$ cat src/rtl/twiddle_gen.sv
// twiddle_gen: W_N^n = cos(2pi n/N) - j sin(2pi n/N), optionally conjugated, from a quarter-wave cosine table.
// Two-stage stallable valid/ready pipe. Build option TWIDDLE_GEN_ZERO_UNITY_EN: n=0 returns 0+j0.
module twiddle_gen #(
   parameter int N     = 64,
   parameter int WIDTH = 16
) (
   input  logic                    clock,
   input  logic                    reset,
   input  logic                    in_valid,
   output logic                    in_ready,
   input  logic [$clog2(N)-1:0]    taddr,
   input  logic                    inverse,
   output logic                    out_valid,
   input  logic                    out_ready,
   output logic [WIDTH-1:0]        tdata_r,
   output logic [WIDTH-1:0]        tdata_i
);

   localparam int NN    = $clog2(N);
   localparam int QTR_I = N / 4;
   localparam logic [NN-2:0] QTR = QTR_I[NN-2:0];
   localparam longint TWO_PI_Q30 = 64'sd6746518852;

   // Quarter-wave entry cq[k] = min(round(cos(2pi k/N) * 2^(WIDTH-1)), 2^(WIDTH-1)-1),
   // evaluated at elaboration with a Q30 Taylor series so every table word is a constant.
   function automatic logic [WIDTH-2:0] cq_val(input int k);
      longint x, x2, term, sum, v, maxv;
      x    = (TWO_PI_Q30 * longint'(k)) / longint'(N);
      x2   = (x * x) >>> 30;
      term = 64'sd1 <<< 30;
      sum  = term;
      for (int m = 1; m <= 12; m++) begin
         term = -((term * x2) >>> 30) / longint'((2 * m - 1) * (2 * m));
         sum  = sum + term;
      end
      maxv = (64'sd1 <<< (WIDTH - 1)) - 64'sd1;
      v    = (sum + (64'sd1 <<< (30 - WIDTH))) >>> (31 - WIDTH);
      if (v > maxv) v = maxv;
      if (v < 0)    v = 0;
      return v[WIDTH-2:0];
   endfunction

   logic [WIDTH-2:0] rom_w [0:QTR_I];

   for (genvar g = 0; g <= QTR_I; g++) begin : g_rom
      assign rom_w[g] = cq_val(g);
   end

   logic             en;
   logic [NN-3:0]    k_w;
   logic [NN-2:0]    idx_a, idx_b;

   logic             v1_q;
   logic [1:0]       q1_q;
   logic             inv1_q;
   logic [WIDTH-2:0] a_q, b_q;
`ifdef TWIDDLE_GEN_ZERO_UNITY_EN
   logic             zero1_q;
`endif

   logic                    out_valid_q;
   logic signed [WIDTH-1:0] tdata_r_q, tdata_i_q;
   logic signed [WIDTH-1:0] tdata_r_d, tdata_i_d;
   logic signed [WIDTH-1:0] a_s, b_s;

   assign en       = out_ready | ~out_valid_q;
   assign in_ready = en;

   assign k_w   = taddr[NN-3:0];
   assign idx_a = {1'b0, k_w};
   assign idx_b = QTR - idx_a;

   // NOTE: sequential state uses non-blocking assignments so every register samples pre-edge values.
   always_ff @(posedge clock or posedge reset) begin
      if (reset) begin
         v1_q    <= 1'b0;
         q1_q    <= '0;
         inv1_q  <= 1'b0;
         a_q     <= '0;
         b_q     <= '0;
`ifdef TWIDDLE_GEN_ZERO_UNITY_EN
         zero1_q <= 1'b0;
`endif
      end else if (en) begin
         v1_q    <= in_valid;
         q1_q    <= taddr[NN-1:NN-2];
         inv1_q  <= inverse;
         a_q     <= rom_w[idx_a];
         b_q     <= rom_w[idx_b];
`ifdef TWIDDLE_GEN_ZERO_UNITY_EN
         zero1_q <= (taddr == '0);
`endif
      end
   end

   assign a_s = {1'b0, a_q};
   assign b_s = {1'b0, b_q};

   // Table words are non-negative and below 2^(WIDTH-1), so each negation is exact and -0 folds to 0.
   // NOTE: both outputs get a default first so no path through the block leaves a latch.
   always_comb begin
      tdata_r_d = a_s;
      tdata_i_d = -b_s;
      unique case (q1_q)
         2'd0: begin tdata_r_d =  a_s; tdata_i_d = -b_s; end
         2'd1: begin tdata_r_d = -b_s; tdata_i_d = -a_s; end
         2'd2: begin tdata_r_d = -a_s; tdata_i_d =  b_s; end
         2'd3: begin tdata_r_d =  b_s; tdata_i_d =  a_s; end
      endcase
      if (inv1_q) tdata_i_d = -tdata_i_d;
`ifdef TWIDDLE_GEN_ZERO_UNITY_EN
      if (zero1_q) begin
         tdata_r_d = '0;
         tdata_i_d = '0;
      end
`endif
   end

   always_ff @(posedge clock or posedge reset) begin
      if (reset) begin
         out_valid_q <= 1'b0;
         tdata_r_q   <= '0;
         tdata_i_q   <= '0;
      end else if (en) begin
         out_valid_q <= v1_q;
         tdata_r_q   <= tdata_r_d;
         tdata_i_q   <= tdata_i_d;
      end
   end

   assign out_valid = out_valid_q;
   assign tdata_r   = tdata_r_q;
   assign tdata_i   = tdata_i_q;

endmodule

$ cat config.mk
export PLATFORM = sky130hd
export DESIGN_NAME = twiddle_gen
export DESIGN_NICKNAME = d
export VERILOG_FILES = /design/src/rtl/twiddle_gen.sv
export SDC_FILE = /design/constraint.sdc
export NUM_CORES = 1
export LEC_CHECK = 0
export ABC_CLOCK_PERIOD_IN_PS = 8600
export CAP_MARGIN = 20
export CORE_MARGIN = 2
export CORE_UTILIZATION = 63
export CTS_BUF_LIST = sky130_fd_sc_hd__clkbuf_16
export DETAILED_ROUTE_END_ITERATION = 16
export GPL_ROUTABILITY_DRIVEN = 1
export GPL_TIMING_DRIVEN = 0
export HOLD_SLACK_MARGIN = 0.15
export PLACE_DENSITY = 0.86
export SLEW_MARGIN = 30
export SYNTH_ARGS = -nofsm -noshare
export SYNTH_HDL_FRONTEND = slang
export SYNTH_SLANG_ARGS = --single-unit
$ cat constraint.sdc
create_clock -name clock -period 8.6 [get_ports clock]
set_clock_uncertainty 0.05 [all_clocks]
set_input_delay 1.29 -clock clock [delete_from_list [all_inputs] [get_ports clock]]
set_output_delay 1.29 -clock clock [all_outputs]
set_load 0.005 [all_outputs]
Word-level counts from Yosys, hierarchy flattened
Memory sizes are Yosys's and may differ from the RTL's. A register that Yosys moved wholly into a read port is not among the register bits.
Index checks and enable logic that the tools add are counted.
W data, S select, Z words.
Storage, ports and cells
  word-level logic and storage cells: 23
  memory bits (read-only): 960
  memories: 2
  register bits after elaboration: 37
Memory list
  (no name shown): words 32, width 15, rd ports 1, clocked after Yosys merged registers in 1, write ports 0, line 89  | b_q <= rom_w[idx_b];
  (no name shown): words 32, width 15, rd ports 1, clocked after Yosys merged registers in 1, write ports 0, line 88  | a_q <= rom_w[idx_a];
Operators by class
  equality and inequality tests: 3
  mux-type cells: 3
  bitwise gates (word level): 4
  add/subtract/negate cells: 4
  reduce and logical (&&, ||, !) cells: 1
Operators by type and width (number)
  $pmux W16 S4: 2
  $neg A15 Y16: 2
  $mux W16: 1
  $neg A16 Y16: 1
  $not A4 Y6: 1
  $not A5 Y6: 1
  $sub A5 B4 Y5 const A: 1
  $eq A2 B2 Y1 const B: 2
  $eq A2 B1 Y1 const B: 1
  $logic_not A2 Y1: 1
  $not A1 Y1: 1
  $or A1 B1 Y1: 1

Longest topological paths before layout
  word-level depth: 4
  gate-level depth with buffers: 11

Worst setup path after synthesis
Ideal clock, no wire load.
  path kind: in2reg
  from: in taddr[0]
  to: reg b_q[2]
  setup time: 121 ps
  arrival time: 3015 ps
  stages on the path: 10
  path slack: 5414 ps
  path through: clkbuf_1 inv_1 ha_1 clkbuf_1 clkbuf_1 mux2i_1 nor2_1 nor3_1 a31oi_1 a22o_2
On the way
  longest elaborated chain between the ends: 2
Ends and longest elaborated chain
  start: declaration: line 11  | input logic [$clog2(N)-1:0] taddr,
  $sub A5 B4 Y5: line 71  | assign idx_b = QTR - idx_a;
  $not A5 Y6 (not written as such): line 89
  end: declaration: line 56  | logic [WIDTH-2:0] a_q, b_q;
Every way passes these cells.
A chain may end at the register's enable or synchronous reset.

Final worst setup path
  from: in out_ready
  to: out in_ready
On the way
  longest elaborated chain between the ends: 1
Ends and longest elaborated chain
  start: declaration: line 14  | input logic out_ready,
  $or A1 B1 Y1: line 66  | assign en = out_ready | ~out_valid_q;
  end: declaration: line 10  | output logic in_ready,
Every way passes these cells.

==> metrics.cfg <==
[run_status]
status=completed

[route]
drc=0
drt-total-wl_mm=16.4
via_per_inst=6.62
drt_first_pass_iters=6
wire_per_inst_um=20.4
vias=5314
drt_iter0_drc=514
ant_nets=0

[grt]
overflow=0
antenna_found_initial=0
gr-usage-all-layers=0.389
grt_pass1_vias=5134
grt_max_degree=39
grt_pass1_wl_mm=26.2

[sta]
hold_violations=0
fmax_mhz=208
rsz0062_at_grt=false
slew_viol_final=0
fin_setup_tns_ps=0
slew-limit-headroom=0.442
worstMarginPinSlew_ps=831
period_share=0.559
period_minus_slack_ps=4800
setup_violations=0

[die]
rows=32
initial_core_util=0.651
die_area_um2=8760
pin_count=45
die_x_um=93.6
core_um2=7770
die_h_um=93.6

[pwr]
max-vdd-ir-drop_mv=0.113
p_seq_frac=0.322
p_sw_frac=0.375
combPwrFrac=0.438
p_int_uw=905
p_clk_frac=0.240
powerDensity_nw_per_um2=245
p_sw_uw=543
leakage_nw=2.38

[clock_network]
ctsResizeCount=0
htree_levels=3
root_buffer=clkbuf_16
insertion_delay_ps=330
cts_tree=done
cts_setup_buffers=0
numCtsBuffers=9
ctsHoldBuffers=0
cts_max_path_buffers=2
clk_pin_slew_ps=50
cts_sinks=67

[worst_setup_path]
crit_path_start_kind=primary input
crit_fanout=10
path_class=in -> out
required_ps=7260
cp-end-kind=primary output
crit_arrival_ps=3460
ff2ff_path_depth=10

[synthesis]
synth.largest_area_cell=dfrtp_1
synth_area_leaders=dfrtp_1, nand2_1, o21ai_0
synth_cell_types=67
synthArstFlopShare=1.00
synth_top_area_frac=0.332
yosysWarningCount=0
synth_flop_cell=dfrtp_1
synth-seq-cells=67
yosysSeqAreaShare=0.332
synth_edf_count=0
synthCells=643
avgSynthCellArea_um2=7.87
synth.net_count=665
synth_area_um2=5060

[finish]
n_antenna_cell=0
syn_to_final_growth_pct=16.8
layout.cells.non_filler=803
drive_above_1_share=0.0613
final.fill_count=539
layout_commonest_cell=nand2_1
layout_common_cells=nand2_1, o21ai_0, dfrtp_1, nor2_1, clkbuf_1
num-nets-final=719

[placement]
place.gp.congestion=0.988
port_buffers=42
hpwl_mm=11.8
place_inst=788

[flow_run]
max_cap_violations=0

[hold_path]
hold_path.class=reg -> reg
hold_depth=2

cell usage after synthesis (all sizes together) (3+ instances only):
| library cell | count |
|---|---|
| xor2 | 22 |
| a211oi | 6 |
| a21o | 5 |
| or3 | 4 |
| nor4b | 4 |
| a311oi | 3 |
| nor3 | 19 |
| a22o | 4 |
| o21ai | 72 |
| inv | 16 |
| and2 | 3 |
| buf | 12 |
| nor2 | 45 |
| or4 | 4 |
| o211ai | 10 |
| a21oi | 31 |
| nor4 | 5 |
| mux2i | 10 |
| nand2 | 116 |
| a31oi | 15 |
| xnor2 | 26 |
| clkbuf | 44 |
| nand2b | 4 |
| o21a | 3 |
| nand3 | 18 |
| mux2 | 3 |
| o31ai | 8 |
| nor2b | 5 |
| a32o | 5 |
| ha | 11 |
| or3b | 3 |
| dfrtp | 67 |
layout make-up:
| class | instances | area, um^2 | area share |
|---|---|---|---|
| repair buffers | 43 | 440 | 0.0745 |
| well taps | 102 | 128 | 0.0216 |
| clock buffers | 9 | 225 | 0.0381 |
| flip-flops and latches | 67 | 1680 | 0.284 |
| multi-input cells | 502 | 3080 | 0.521 |
| plain buffers | 56 | 238 | 0.0402 |
| clock inverters | 6 | 50.0 | 0.00847 |
| inverters | 18 | 70.1 | 0.0119 |
routing by layer:
| layer | wire length (um) | GRT usage | vias up |
|---|---|---|---|
| li1 | - | - | 2383 |
| met1 | 6150 | 0.467 | 2475 |
| met4 | 790 | 0.215 | 0 |
| met3 | 1700 | 0.0878 | 80 |
| met2 | 7750 | 0.646 | 376 |
| met5 | 0 | 0 | - |
worst paths after layout:
check,startpoint,endpoint,slack [ps]
worst max-delay path,out_ready,in_ready,3800
min in group asynchronous,reset,tdata_i[1]$_DFFE_PP0P_,1250
worst min register to register,tdata_r[13]$_DFFE_PP0P_,tdata_r[13]$_DFFE_PP0P_,420
worst max register to register,b_q[0]$_DFFE_PP0P_,tdata_i[15]$_DFFE_PP0P_,4970
worst min-delay path,tdata_r[13]$_DFFE_PP0P_,tdata_r[13]$_DFFE_PP0P_,420
max in group asynchronous,reset,a_q[9]$_DFFE_PP0P_,6700
cells by family (layout without fill, tap and decap cells):
family,count (synthesis),count (layout),share of synthesized area
xor+xnor,48,48,0.0831
flops,67,67,0.332
fa+ha+maj,12,12,0.0292
simple gates,241,241,0.222
buf+inv,74,132,0.0604
mux,15,15,0.0354
compound gates,186,186,0.239
per-stage QoR:
step | utilization | total power, mW | setup slack, ps | instance area, um^2 | hold slack (ps)
2_1_floorplan | - | 0.828 | 5410 | 5060 | 380
3_3_place_gp | 0.722 | 1.05 | 3890 | 5610 | 390
3_5_place_dp | 0.725 | 1.08 | 3910 | 5630 | 413
4_1_cts | 0.760 | 1.43 | 3900 | 5900 | 426
5_1_grt | 0.761 | 1.52 | 3760 | 5910 | 440
6_report | 0.761 | 1.45 | 3800 | 5910 | 421
sequential cells by signal (all words and copies together) (netlist names):
| name | count |
|---|---|
| a_q | 15 |
| tdata_i | 16 |
| b_q | 15 |
| inv1_q | 1 |
| v1_q | 1 |
| q1_q | 2 |
| tdata_r | 16 |
| out_valid | 1 |
power by group through the flow:
stage / registers, mW / clock network, mW / logic [mW]
finish: 0.466 / 0.348 / 0.633
global placement: 0.462 / 0 / 0.586
detailed placement: 0.468 / 0 / 0.609
CTS: 0.464 / 0.345 / 0.619
global route: 0.474 / 0.361 / 0.687
floorplan: 0.462 / 0 / 0.366
worst max-delay path, stage by stage:
cell and delay, ps:
clkdlybuf4s50_1 450, nor2b_1 40, buf_2 200, inv_1 180, clkbuf_1 650, clkdlybuf4s50_1 650
(Power assumes the default switching activity.)
